==> config.mk <==
export PLATFORM = sky130hd
export DESIGN_NAME = fifo_sync_flags_flat
export DESIGN_NICKNAME = d
export VERILOG_FILES = /design/src/rtl/fifo_sync_flags_if.sv /design/src/rtl/fifo_sync_flags.sv /design/src/flat_wrapper.sv
export SDC_FILE = /design/constraint.sdc
export NUM_CORES = 1
export LEC_CHECK = 0
export ABC_AREA = 1
export CAP_MARGIN = 20
export CORE_MARGIN = 2
export CORE_UTILIZATION = 45
export DETAILED_ROUTE_END_ITERATION = 8
export HOLD_SLACK_MARGIN = 0.08
export PLACE_DENSITY = 0.7
export SYNTH_ARGS = -nofsm -noshare
export SYNTH_HDL_FRONTEND = slang
export SYNTH_SLANG_ARGS = --single-unit
==> constraint.sdc <==
create_clock -name clk -period 3.05 [get_ports clk]
set_clock_uncertainty 0.15 [all_clocks]
set_input_delay 0.61 -clock clk [delete_from_list [all_inputs] [get_ports clk]]
set_output_delay 0.61 -clock clk [all_outputs]
set_load 0.02 [all_outputs]
==> src/rtl/fifo_sync_flags_if.sv <==
// fifo_sync_flags_if: producer/consumer handshake and status bundle for fifo_sync_flags.
interface fifo_sync_flags_if #(
    parameter int FIFO_WIDTH = 32,
    parameter int FIFO_DEPTH = 16
);
    localparam int CW = $clog2(FIFO_DEPTH + 1);
    logic                  write_en;
    logic [FIFO_WIDTH-1:0] data_in;
    logic                  read_en;
    logic [FIFO_WIDTH-1:0] data_out;
    logic                  empty;
    logic                  full;
    logic                  almost_empty;
    logic                  almost_full;
    logic [CW-1:0]         count;
    logic                  overflow;
    logic                  underflow;
    modport master (
        output write_en, data_in, read_en,
        input  data_out, empty, full, almost_empty, almost_full, count, overflow, underflow
    );
    modport slave (
        input  write_en, data_in, read_en,
        output data_out, empty, full, almost_empty, almost_full, count, overflow, underflow
    );
endinterface

==> src/rtl/fifo_sync_flags.sv <==
// fifo_sync_flags: single-clock FIFO with occupancy count, programmable almost flags and error pulses.
module fifo_sync_flags #(
    parameter int FIFO_WIDTH    = 32,
    parameter int FIFO_DEPTH    = 16,
    parameter int AFULL_THRESH  = 12,
    parameter int AEMPTY_THRESH = 4
) (
    input logic clk,
    input logic rstN,
    fifo_sync_flags_if.slave bus
);
    localparam int CW = $clog2(FIFO_DEPTH + 1);
    localparam int PW = $clog2(FIFO_DEPTH);

    logic [FIFO_WIDTH-1:0] r_mem [FIFO_DEPTH];
    logic [PW-1:0]         r_wp, r_rp;
    logic [CW-1:0]         r_count;
    logic [FIFO_WIDTH-1:0] r_data_out;
    logic                  r_ovf, r_udf;
    logic                  w_full, w_empty, w_wr_ok, w_rd_ok;
    logic [PW-1:0]         w_wp_nxt, w_rp_nxt;
    logic [CW-1:0]         w_count_nxt;

    // A write is still accepted when full if a read frees a slot on the same edge.
    always_comb begin
        w_full      = r_count == CW'(FIFO_DEPTH);
        w_empty     = r_count == '0;
        w_wr_ok     = bus.write_en && (!w_full || bus.read_en);
        w_rd_ok     = bus.read_en && !w_empty;
        w_wp_nxt    = (r_wp == PW'(FIFO_DEPTH - 1)) ? '0 : r_wp + 1'b1;
        w_rp_nxt    = (r_rp == PW'(FIFO_DEPTH - 1)) ? '0 : r_rp + 1'b1;
        w_count_nxt = (w_wr_ok && !w_rd_ok) ? r_count + 1'b1 :
                      (w_rd_ok && !w_wr_ok) ? r_count - 1'b1 : r_count;
    end

    always_ff @(posedge clk) begin
        if (w_wr_ok) r_mem[r_wp] <= bus.data_in;
    end

    always_ff @(posedge clk or negedge rstN) begin
        if (!rstN) begin
            r_wp       <= '0;
            r_rp       <= '0;
            r_count    <= '0;
            r_data_out <= '0;
            r_ovf      <= 1'b0;
            r_udf      <= 1'b0;
        end else begin
            if (w_wr_ok) r_wp <= w_wp_nxt;
            if (w_rd_ok) r_rp <= w_rp_nxt;
            if (w_rd_ok) r_data_out <= r_mem[r_rp];
            r_count <= w_count_nxt;
            r_ovf   <= bus.write_en && w_full && !bus.read_en;
            r_udf   <= bus.read_en && w_empty;
        end
    end

    assign bus.data_out     = r_data_out;
    assign bus.empty        = w_empty;
    assign bus.full         = w_full;
    assign bus.almost_empty = r_count <= CW'(AEMPTY_THRESH);
    assign bus.almost_full  = r_count >= CW'(AFULL_THRESH);
    assign bus.count        = r_count;
    assign bus.overflow     = r_ovf;
    assign bus.underflow    = r_udf;
endmodule

==> src/flat_wrapper.sv <==
// flat-port wrapper written by rule: the top's interface ports become plain ports
module fifo_sync_flags_flat 
#(
    parameter int FIFO_WIDTH    = 32,
    parameter int FIFO_DEPTH    = 16,
    parameter int AFULL_THRESH  = 12,
    parameter int AEMPTY_THRESH = 4
)
  (clk, rstN, bus_write_en, bus_data_in, bus_read_en, bus_data_out, bus_empty, bus_full, bus_almost_empty, bus_almost_full, bus_count, bus_overflow, bus_underflow);
  fifo_sync_flags_if #(.FIFO_WIDTH(FIFO_WIDTH), .FIFO_DEPTH(FIFO_DEPTH)) bus_i ();
  input logic clk;
  input logic rstN;
  input wire logic [$bits(bus_i.write_en)-1:0] bus_write_en;
  input wire logic [$bits(bus_i.data_in)-1:0] bus_data_in;
  input wire logic [$bits(bus_i.read_en)-1:0] bus_read_en;
  output wire logic [$bits(bus_i.data_out)-1:0] bus_data_out;
  output wire logic [$bits(bus_i.empty)-1:0] bus_empty;
  output wire logic [$bits(bus_i.full)-1:0] bus_full;
  output wire logic [$bits(bus_i.almost_empty)-1:0] bus_almost_empty;
  output wire logic [$bits(bus_i.almost_full)-1:0] bus_almost_full;
  output wire logic [$bits(bus_i.count)-1:0] bus_count;
  output wire logic [$bits(bus_i.overflow)-1:0] bus_overflow;
  output wire logic [$bits(bus_i.underflow)-1:0] bus_underflow;
  assign bus_i.write_en = bus_write_en;
  assign bus_i.data_in = bus_data_in;
  assign bus_i.read_en = bus_read_en;
  assign bus_data_out = bus_i.data_out;
  assign bus_empty = bus_i.empty;
  assign bus_full = bus_i.full;
  assign bus_almost_empty = bus_i.almost_empty;
  assign bus_almost_full = bus_i.almost_full;
  assign bus_count = bus_i.count;
  assign bus_overflow = bus_i.overflow;
  assign bus_underflow = bus_i.underflow;
  fifo_sync_flags #(.FIFO_WIDTH(FIFO_WIDTH), .FIFO_DEPTH(FIFO_DEPTH), .AFULL_THRESH(AFULL_THRESH), .AEMPTY_THRESH(AEMPTY_THRESH)) u_core (.clk(clk), .rstN(rstN), .bus(bus_i));
endmodule
# [Word level (Yosys, flattened, before mapping)]
# Memory sizes are Yosys's and may differ from the RTL's. A register that Yosys moved wholly into a read port is not among the register bits.
# Index checks and enable logic that the tools add are counted.
[totals] reg_bits=15 latchBits=0 mem_bits_rw=512 mem_bits_ro=0 inputBits=36 output_inout_bits=43 word_cells=37 n_memories=1
[op_classes] n_addsub=4 multipliers=0 n_div=0 n_lt_le_gt_ge=2 eq_ne=3 shifts=0 n_mux=6 n_bitwise=0 n_reduce_logical=16
[memory_table] memory="u_core.r_mem" words=16 width=32 rd=1 rd_ports_with_merged_regs=1 write_ports=1 line_no="fifo_sync_flags.sv:15" rtl="logic [FIFO_WIDTH-1:0] r_mem [FIFO_DEPTH];"
[op_table] op="$mux 5" count=2
[op_table] op="$add 4x1->4 const B" count=2
[op_table] op="$eq 4x4->1 const B" count=2
[op_table] op="$mux 4" count=2
[op_table] op="$logic_and 1x1->1" count=7
[op_table] op="$logic_not 1->1" count=6
[op_table] op="$add 5x1->5 const B" count=1
[op_table] op="$eq 5x5->1 const B" count=1
[op_table] op="$ge 5x4->1 const B" count=1
[op_table] op="$le 5x3->1 const B" count=1
[op_table] op="$logic_not 5->1" count=1
[op_table] op="$sub 5x1->5 const B" count=1
[op_table] op="$mux 1" count=2
[op_table] op="$reduce_bool 2->1" count=1
[op_table] op="$logic_or 1x1->1" count=1

# [Longest topological paths before layout]
# Gate-level depths: netlist of run 1.
[depth] depth_word=8 mapped_depth=13 mapped_depth_nobuf=13

# [Least setup slack after synthesis of run 1]
# No wires, ideal clock.
[synth_path] path_type="register -> register" start="register u_core.r_count[0], in the netlist u_core.bus.count[0]" end="memory u_core.r_mem[0][0], enable pin" setup_ps=421 arrival_ps=2567 path_slack_ps=-88 path_stages_with_launch=7 cell_sequence="dfrtp_1 -> inv_1 -> nand3_1 -> nor3_2 -> a21oi_2 -> nand2_1 -> nor2_1"
[synth_between] elab_chain_len=6
[synth_rtl] element="start, declared" line_no="fifo_sync_flags.sv:17" rtl="logic [CW-1:0] r_count;"
[synth_rtl] element="start signal, assigned" line_no="fifo_sync_flags.sv:52" rtl="r_count <= w_count_nxt;"
[synth_rtl] element="$eq 5x5->1" line_no="fifo_sync_flags.sv:26" rtl="w_full = r_count == CW'(FIFO_DEPTH);"
[synth_rtl] element="named net bus_full" line_no="flat_wrapper.sv:18" rtl="output wire logic [$bits(bus_i.full)-1:0] bus_full;"
[synth_rtl] element="$logic_not 1->1" line_no="fifo_sync_flags.sv:28" rtl="w_wr_ok = bus.write_en && (!w_full || bus.read_en);"
[synth_rtl] element="$logic_or 1x1->1" line_no="fifo_sync_flags.sv:28"
[synth_rtl] element="$logic_and 1x1->1" line_no="fifo_sync_flags.sv:28"
[synth_rtl] element="named net u_core.w_wr_ok" line_no="fifo_sync_flags.sv:20" rtl="logic w_full, w_empty, w_wr_ok, w_rd_ok;"
[synth_rtl] element="$mux 1" line_no="fifo_sync_flags.sv:37" rtl="if (w_wr_ok) r_mem[r_wp] <= bus.data_in;"
[synth_rtl] element="$mux 1 (implied by the code)" line_no="fifo_sync_flags.sv:37"
[synth_rtl] element="end, declared" line_no="fifo_sync_flags.sv:15"
# The timed path passes the listed nets, and every way through them passes these cells.

# [Worst setup path after layout of run 1]
[layout_path] start="register u_core.r_count[0], in the netlist u_core.bus.count[0]" end="output bus_full"
[layout_between] elab_chain_len=1
[layout_rtl] element="$eq 5x5->1" line_no="fifo_sync_flags.sv:26"
[layout_rtl] element="end, declared" line_no="flat_wrapper.sv:18"
# No other way between the ends.

==> results of run 1 <==
==> worst min-delay path by stage <==
stage / start / to / slack (ps) / cells after the start
floorplan: rstN / u_core.bus.count[0] / 160 / 0
global placement: u_core.bus.data_out[15] / u_core.bus.data_out[15] / 320 / 2
detailed placement: u_core.bus.data_out[6] / u_core.bus.data_out[6] / 320 / 2
CTS: u_core.bus.data_out[6] / u_core.bus.data_out[6] / 340 / 2
global route: u_core.bus.data_out[6] / u_core.bus.data_out[6] / 360 / 2
finish: u_core.bus.data_out[15] / u_core.bus.data_out[15] / 330 / 2
==> worst register-to-register path, stage by stage, from the launching register on <==
cell	delay, ps
sky130_fd_sc_hd__dfrtp_1	450
sky130_fd_sc_hd__inv_1	130
sky130_fd_sc_hd__nand3_1	100
sky130_fd_sc_hd__nor3_2	220
sky130_fd_sc_hd__a21oi_2	100
sky130_fd_sc_hd__ha_1	210
sky130_fd_sc_hd__inv_1	140
sky130_fd_sc_hd__ha_1	290
sky130_fd_sc_hd__nand2_1	100
sky130_fd_sc_hd__nand2_1	50
sky130_fd_sc_hd__a21oi_1	150
sky130_fd_sc_hd__xor2_1	160
sky130_fd_sc_hd__nand2_1	70
sky130_fd_sc_hd__nand2_1	60
==> cell usage in the layout (no fill, tap or decap), types with 3 or more instances in the layout <==
cell / n
sky130_fd_sc_hd__nand2_1: 827
sky130_fd_sc_hd__edfxtp_1: 512
sky130_fd_sc_hd__nand3_1: 265
sky130_fd_sc_hd__clkdlybuf4s50_1: 77
sky130_fd_sc_hd__a21oi_1: 70
sky130_fd_sc_hd__clkbuf_16: 55
sky130_fd_sc_hd__dfrtp_1: 45
sky130_fd_sc_hd__nor2_1: 37
sky130_fd_sc_hd__buf_4: 31
sky130_fd_sc_hd__buf_12: 25
sky130_fd_sc_hd__nor2_4: 17
sky130_fd_sc_hd__inv_1: 15
sky130_fd_sc_hd__clkbuf_1: 15
sky130_fd_sc_hd__clkinv_1: 14
sky130_fd_sc_hd__ha_1: 9
sky130_fd_sc_hd__inv_2: 6
sky130_fd_sc_hd__o21ai_1: 5
sky130_fd_sc_hd__xor2_1: 4
sky130_fd_sc_hd__bufinv_16: 4
sky130_fd_sc_hd__clkinv_2: 4
sky130_fd_sc_hd__clkbuf_8: 4
sky130_fd_sc_hd__nand2_2: 3
==> final cells by class <==
class | count | area, um^2
Fill cell | 4134 | 22930
Sequential cell | 559 | 16560
Multi-Input combinational cell | 1248 | 5399
Timing Repair Buffer | 135 | 1519
Clock buffer | 74 | 1488
Tap cell | 664 | 830.8
Clock inverter | 26 | 241.5
Inverter | 22 | 87.58
==> where the power goes <==
group / total [uW] / internal [uW] / switching [uW]
Clock: 6530 / 3740 / 2790
Sequential: 9710 / 9250 / 454
Combinational: 8020 / 2520 / 5500
==> timing repair <==
item	CTS	global route
hold buffers	1	0
hold endpoints to repair	21	0
gates resized for setup	0	0
==> flip-flops by register name, indices dropped and copies added, names as in the netlist <==
signal and cells:
u_core.bus.count 5, u_core.bus.data_out 32, u_core.bus.overflow 1, u_core.bus.underflow 1
u_core.r_mem 512, u_core.r_rp 4, u_core.r_wp 4
==> layer usage <==
layer  GRT usage (%)  up-vias
met5               0        -
met4           6.557        0
met3           3.072       91
met2           35.40      573
met1           29.87     7148
li1                -     6802
==> per-stage QoR <==
| step | hold slack, ps | instances | total power (uW) | setup TNS [ps] |
|---|---|---|---|---|
| floorplan | 164.4 | 1934 | 14880 | -39440 |
| global placement | 318.4 | 2627 | 17760 | 0 |
| detailed placement | 320.6 | 2627 | 17870 | 0 |
| CTS | 337.2 | 2728 | 24400 | 0 |
| global route | 357.5 | 2728 | 25590 | 0 |
| finish | 330.0 | 2728 | 24260 | 0 |
==> cell families (layout without fill, tap and decap cells) <==
group                      after synthesis  in the layout
adders and majority gates               10             10
and+or+nand+nor                       1153           1153
AOI/OAI and AO/OA                       79             79
xor gates and xnor gates                 6              6
DFF                                    559            559
buffers and inverters                  127            257
==> results, run 1 <==
- The run finished with clean final reports.
- The sum of met2 wire segment lengths after detailed routing is 26.61 mm.
- The average wire per cell in the routed design is 20.10 um.
- For the worst-skew pair, the clock arrives at the later sink with an insertion delay of 610 ps.
- 79 I/O pins were placed.
- The sum of met3 wire segment lengths after detailed routing is 4.042 mm.
- The most frequently used flop master after synthesis is sky130_fd_sc_hd__edfxtp_1.
- The pre-CTS worst setup slack is 178.4 ps.
- The startpoint identified for the worst register-to-register timing path is u_core.bus.count[0].
- The final cell utilization of the core is 53.25%.
- The global placement routability congestion is 0.8157.
- The number of synthesized register bits is 559.
- The number of buffers inserted during clock tree synthesis is 54.
- The synthesized area is 22,420 um^2.
- The top-area cell type share of the netlist area is 68.58%.
- Setup repair after global routing left no endpoint under its margin.
- The total global-route track usage is 21.51%.
- The combinational family with the most area after synthesis is simple AND/OR/NAND/NOR gates.
- STA classifies the critical path startpoint as a register.
- The placement row count is 81.
- The worst flop-to-flop path endpoint is u_core.bus.count[4].
- The classification of the worst setup path is reg2out.
- After layout, the worst path uses 95.82% of the clock period.
- The highest routed metal layer is met4.
- The die width is 227.2 um.
- The most critical setup path has its startpoint at u_core.bus.count[0].
- A synthesized cell averages 11.59 um^2.
- The worst setup path is captured at an output pin.
- Among cell families on the critical path, the largest total delay comes from buffers and inverters.
- In this run, synthesis inferred 512 flip-flops with an integrated enable.
- Using the TritonRoute via totals, the vias-per-cell ratio works out to 5.357.
- Sorting the synthesized cells by area gives the leading types as sky130_fd_sc_hd__edfxtp_1 (69%), sky130_fd_sc_hd__nand2_1 (14%), sky130_fd_sc_hd__nand3_1 (5.9%).
- Traced cell by cell, the critical path runs through inv_1 > nand3_1 > nor3_2 > clkdlybuf4s50_1.
- The die area is 51,620 um^2.
- The number of global-route vias before repair is 14.24k.
- The share of synthesized flip-flops with an asynchronous set or reset is 8.408%.
- For this run, the post-layout net count is 2,066.
- Counting instances in the post-synthesis netlist gives the leading cell types as sky130_fd_sc_hd__nand2_1 (828), sky130_fd_sc_hd__edfxtp_1 (512), sky130_fd_sc_hd__nand3_1 (265).
- Compared with the post-synthesis result, the final layout area differs by 16.51%.
- The path type of the worst min-delay path is reg2reg.
- The wire length on met1 is 22.83 mm.
- The relative slew slack is 39.56%.
- Of the total synthesized cell area, the portion taken by AND, OR, NAND and NOR gates is 20.92%.
- The region available for standard cell placement spans 49,050 um^2.
- Counting buffers and inverters, the worst setup path is 4 cells deep.
- Subtracting the final worst setup slack from the clock period gives 2923 ps.
- The initial standard-cell utilization of the core is 45.70%.
- The number of cell instances on the worst register-to-register path is 13.
- The final number of hold-violating endpoints is 0.
- After detailed placement, the total cell area comes to 24,380 um^2.
- Once detailed placement completed, the half-perimeter wirelength came to 32.02 mm.
- Counting along the longest clock path gives a buffer depth of 3.
- The synthesized netlist devotes 0.2344% of its cell area to XOR and XNOR gates.
- The detailed router finished its first iteration with 1,571 violations.
- The count of nets left with antenna violations once routing finished came out at 0.
- The H-tree generated during clock tree synthesis spans 2 levels.
- The timing endpoint of the critical path is bus_full.
- The warning count from the yosys run is 0.
- Across the VDD grid, the largest voltage drop is 518.9 uV.
- At the worst endpoint, the required time is 2290 ps.
- The overall via count from detail_route is 14.61k.
- The share of cells above drive strength 1 is 7.800%.
- The reported max-cap violation count is 0.
- The share of synthesized area spent on multiplexers is 0%.
- Static timing analysis puts the maximum clock frequency at 342.2 MHz.
- STA puts the critical path data arrival time at 2160 ps.
- The clock transition time at the flip-flop clock pins of the worst setup and hold paths is 60 ps.
- The post-synthesis net count is 1,980.
- The largest net degree at the start of global routing is 94.
- On the worst path, the slowest cell contributes a delay of 660 ps.
- For flop-to-flop paths, the worst setup slack is 580 ps.
- Summing the areas of all compound-gate instances in the mapped netlist gives 1.786% of the synthesized area.
- The reported leakage power is 0.009768 uW.
- The cell with the most instances after synthesis is sky130_fd_sc_hd__nand2_1.
- After routing the design area is 26,120 um^2.
- After synthesis, the netlist uses 27 different library cells.
- The buffer and inverter count on the worst path is 2.
- The worst path setup slack after routing is 127.4 ps.
- After Yosys synthesis, full adders, half adders and majority gates account for 0.5916% of the synthesized area.
- Post-CTS timing repair inserted 0 buffers for setup.
- In the routed design, unresolved DRC markers number 0.
- In this run the vertical extent of the chip is 227.2 um.
- The number of input and output port buffers inserted is 78.
- The count of final setup violators is 0.
- The transition time of the tightest slew-check pin is 906.6 ps.
- The library cell occupying the most area in the post-synthesis netlist is sky130_fd_sc_hd__edfxtp_1.
- CTS saw 559 sinks.
- After synthesis, flip-flops and latches occupy 73.83% of the total area.
- The first detailed-routing pass took 6 iterations.
- The gate count after technology mapping is 1,934.
- The total global routing overflow is 0.
- The number of antenna violations at the first check in global routing is 0.
- The final routed wirelength across all metal layers is 54.84 mm.
- The diode insertion count for antenna repair is 0.
- The clock root buffer is sky130_fd_sc_hd__clkbuf_16.
- The critical path's slowest cell is sky130_fd_sc_hd__clkdlybuf4s50_1.
- TritonCTS built the clock tree.
- The total power per unit cell area is 928.7 nW/um^2.
- The highest fanout seen on the critical path is 5.
- The number of slew-limit violations in the final report was 0.
- The wire length of the first global-routing pass is 83.74 mm.
(Power assumes the default switching activity.)
==> run 2: changes to the inputs <==
--- a/config.mk
+++ b/config.mk
@@ -10,7 +10,7 @@
 export CORE_MARGIN = 2
 export CORE_UTILIZATION = 45
 export DETAILED_ROUTE_END_ITERATION = 8
-export HOLD_SLACK_MARGIN = 0.08
+export HOLD_SLACK_MARGIN = 0.1
 export PLACE_DENSITY = 0.7
 export SYNTH_ARGS = -nofsm -noshare
 export SYNTH_HDL_FRONTEND = slang
==> results of run 2 <==
The final DEF is identical to that of run 1; final timing and power are the same.
==> run 3: changes to the inputs <==
--- a/config.mk
+++ b/config.mk
@@ -12,6 +12,7 @@
 export DETAILED_ROUTE_END_ITERATION = 8
 export HOLD_SLACK_MARGIN = 0.1
 export PLACE_DENSITY = 0.7
+export SETUP_SLACK_MARGIN = 0.15
 export SYNTH_ARGS = -nofsm -noshare
 export SYNTH_HDL_FRONTEND = slang
 export SYNTH_SLANG_ARGS = --single-unit
==> run 3 against run 2 <==
  * First-iteration DRC count grew 10%
  * Register-to-register slack hardly changed
  * Largest power group unchanged
  * Critical path depth unchanged
  * Utilization grew 0.10 points
  * Power grew 1.7%
  * Clock power increased by 4.1%
  * Sequential share of layout area fell by 0.12 points
  * Combinational power is 2% higher
  * Global-route usage up 0.94 points
  * Die area is the same
  * Final area grew 0.19%
  * Worst hold slack worse by 3.7 ps
==> results, run 3 (synthesis results as in run 1) <==
- The relative slew slack was 27.28% (was 39.56%).
- The arrival time of the worst setup path is 2020 ps (was 2160 ps).
- The average wire per cell in the routed design is 20.82 um (was 20.10 um).
- The number of slew-limit violations in the final report is 0 (unchanged).
- The maximum clock insertion buffer count is 3 (unchanged).
- The data required time of the worst path is 2290 ps (about the same).
- Leading cell types in the layout, fill and taps excluded: sky130_fd_sc_hd__nand2_1 (827), sky130_fd_sc_hd__edfxtp_1 (512), sky130_fd_sc_hd__nand3_1 (265) (unchanged).
- The first-pass iteration count of the detailed router is 5 (was 6).
- The maximum ir drop on the vdd rail was 970.3 uV (was 518.9 uV).
- The die area is 51,620 um^2 (unchanged).
- The total number of nets in the final design is 2,063 (was 2,066).
- The final routed wirelength across all metal layers is 56.80 mm (was 54.84 mm).
- The register bank with the most flops was u_core.r_mem (unchanged).
- Unrepaired setup endpoints after global routing: false (unchanged).
- The share of cells above drive strength 1 is 7.897% (was 7.800%).
- The pre-CTS worst setup slack is 202.7 ps (was 178.4 ps).
- The global placement routability congestion came to 0.8165 (was 0.8157).
- The number of antenna violations at the first check in global routing is 0 (unchanged).
- The number of flip-flops under the largest register name is 512 (unchanged).
- The diode insertion count for antenna repair came to 0 (unchanged).
- The area added between synthesis and finish was 16.74% (was 16.51%).
- The period utilization is 91.11% (was 95.82%).
- The clock latency on the worst-skew pair is 610 ps (about the same).
- The final number of hold-violating endpoints is 0 (unchanged).
- The beginning of the worst register-to-register path is u_core.bus.count[0] (unchanged).
- The clock transition time at the flip-flop clock pins of the worst setup and hold paths was 60 ps (about the same).
- The setup total negative slack is 0 ps (unchanged).
- The post-CTS setup repair buffer count is 0 (unchanged).
- The reported leakage power is 0.009810 uW (was 0.009768 uW).
- The launch instance of the worst min-delay path was u_core.bus.data_out[15] (unchanged).
- The number of global-route vias before repair is 14.63k (was 14.24k).
- The maximum clock frequency is 359.9 MHz (was 342.2 MHz).
- The classification of the worst setup path is reg2out (unchanged).
- The number of input and output port buffers inserted is 78 (unchanged).
- The startpoint of the worst setup timing path is u_core.bus.count[0] (unchanged).
- The standard cell core area was 49,050 um^2 (unchanged).
- The depth of the CTS H-tree is 2 (unchanged).
- The clock root buffer is sky130_fd_sc_hd__clkbuf_16 (unchanged).
- The wire length of the first global-routing pass came to 86.77 mm (was 83.74 mm).
- The commonest non-fill, non-tap cell in the layout is sky130_fd_sc_hd__nand2_1 (unchanged).
- The count of final setup violators is 0 (unchanged).
- The total global-route track usage came to 22.45% (was 21.51%).
- The kind of launch point of the worst setup path was a register (unchanged).
- The total power per unit cell area is 942.7 nW/um^2 (was 928.7 nW/um^2).
- The number of sinks driven by the clock tree is 559 (unchanged).
- The y dimension of the die came to 227.2 um (unchanged).
- The number of remaining DRC errors is 0 (unchanged).
- The largest net degree at the start of global routing is 210 (was 94).
- The tightest hold margin is 326.3 ps (was 330.0 ps).
- The half-perimeter wire length of the detailed placement result is 32.86 mm (was 32.02 mm).
- The initial standard-cell utilization of the core is 45.70% (unchanged).
- The reported max-cap violation count is 0 (unchanged).
- The count of antenna-violating nets left after detailed routing was 0 (unchanged).
- The slack of the worst reg-to-reg path came to 590 ps (was 580 ps).
- The placement row count is 81 (unchanged).
- The ratio of routed vias to standard cells was 5.436 (was 5.357).
- The worst path setup slack after routing is 271.2 ps (was 127.4 ps).
- The highest fanout seen on the critical path is 5 (unchanged).
- The transition time of the tightest slew-check pin is 1091 ps (was 906.6 ps).
- The shortest clock period the worst path allows after layout came to 2779 ps (was 2923 ps).
- The endpoint class of the critical path is an output pin (unchanged).
- Status: finished clean (unchanged).
- The path type of the worst min-delay path is reg2reg (unchanged).
- The number of violations reported at the end of detailed-routing iteration 0 is 1,734 (was 1,571).
- The die width was 227.2 um (unchanged).
- The total global routing overflow is 0 (unchanged).
- The number of I/O pins is 79 (unchanged).
- The TritonCTS clock tree is yes (unchanged).
- The overall via count from detail_route was 14.83k (was 14.61k).
- The number of buffers inserted during clock tree synthesis was 57 (was 54).
[run 3: critical path, stage by stage, from the launching register on]
cell	delay, ps
sky130_fd_sc_hd__dfrtp_1	460
sky130_fd_sc_hd__inv_1	150
sky130_fd_sc_hd__nand4_2	140
sky130_fd_sc_hd__inv_1	80
sky130_fd_sc_hd__clkdlybuf4s50_1	590
[run 3: worst paths after layout]
check	depth (start not counted)	end
worst max register to register	13	u_core.bus.count[4]
worst min-delay path	2	u_core.bus.data_out[15]
worst min register to register	2	u_core.bus.data_out[15]
max in group asynchronous	3	u_core.r_rp[0]
min in group asynchronous	2	u_core.bus.underflow
worst max-delay path	4	bus_empty
[run 3: per-stage QoR]
step	area (um^2)	util, %	std cells	total power [uW]
after floorplan	22420	-	1934	14880
after global placement	24350	49.64	2621	17850
after detailed placement	24350	49.64	2621	18010
after CTS	26170	53.35	2728	24780
after global routing	26170	53.35	2728	25970
final	26170	53.35	2728	24670
[run 3: layout make-up]
type                       count  area, um^2
fill                        4123       22880
clock buffer                  85        1624
clock inverter                21       186.4
timing repair buffer         129        1488
inverter                      22       87.58
multi-input combinational   1248        5399
tap                          664       830.8
sequential                   559       16560
[run 3: layer usage]
metal | track usage [%] | up-vias | wire length, um
met3 | 3.369 | 106 | 4076
met2 | 38.40 | 636 | 28830
li1 | - | 6788 | -
met1 | 29.08 | 7300 | 22190
met4 | 8.497 | 0 | 1706
met5 | 0 | - | 0
[run 3: timing repair]
| action | CTS | global route |
|---|---|---|
| setup endpoints to repair | 1 | 1 |
| hold endpoints to repair | 23 | 0 |
| hold buffers | 1 | 0 |
| resized for setup | 1 | 1 |
[run 3: power by group]
group	internal (uW)	leakage, uW	switching [uW]
logic	2530	0.00373	5680
clock network	3920	0.000885	2870
registers	9260	0.00520	409
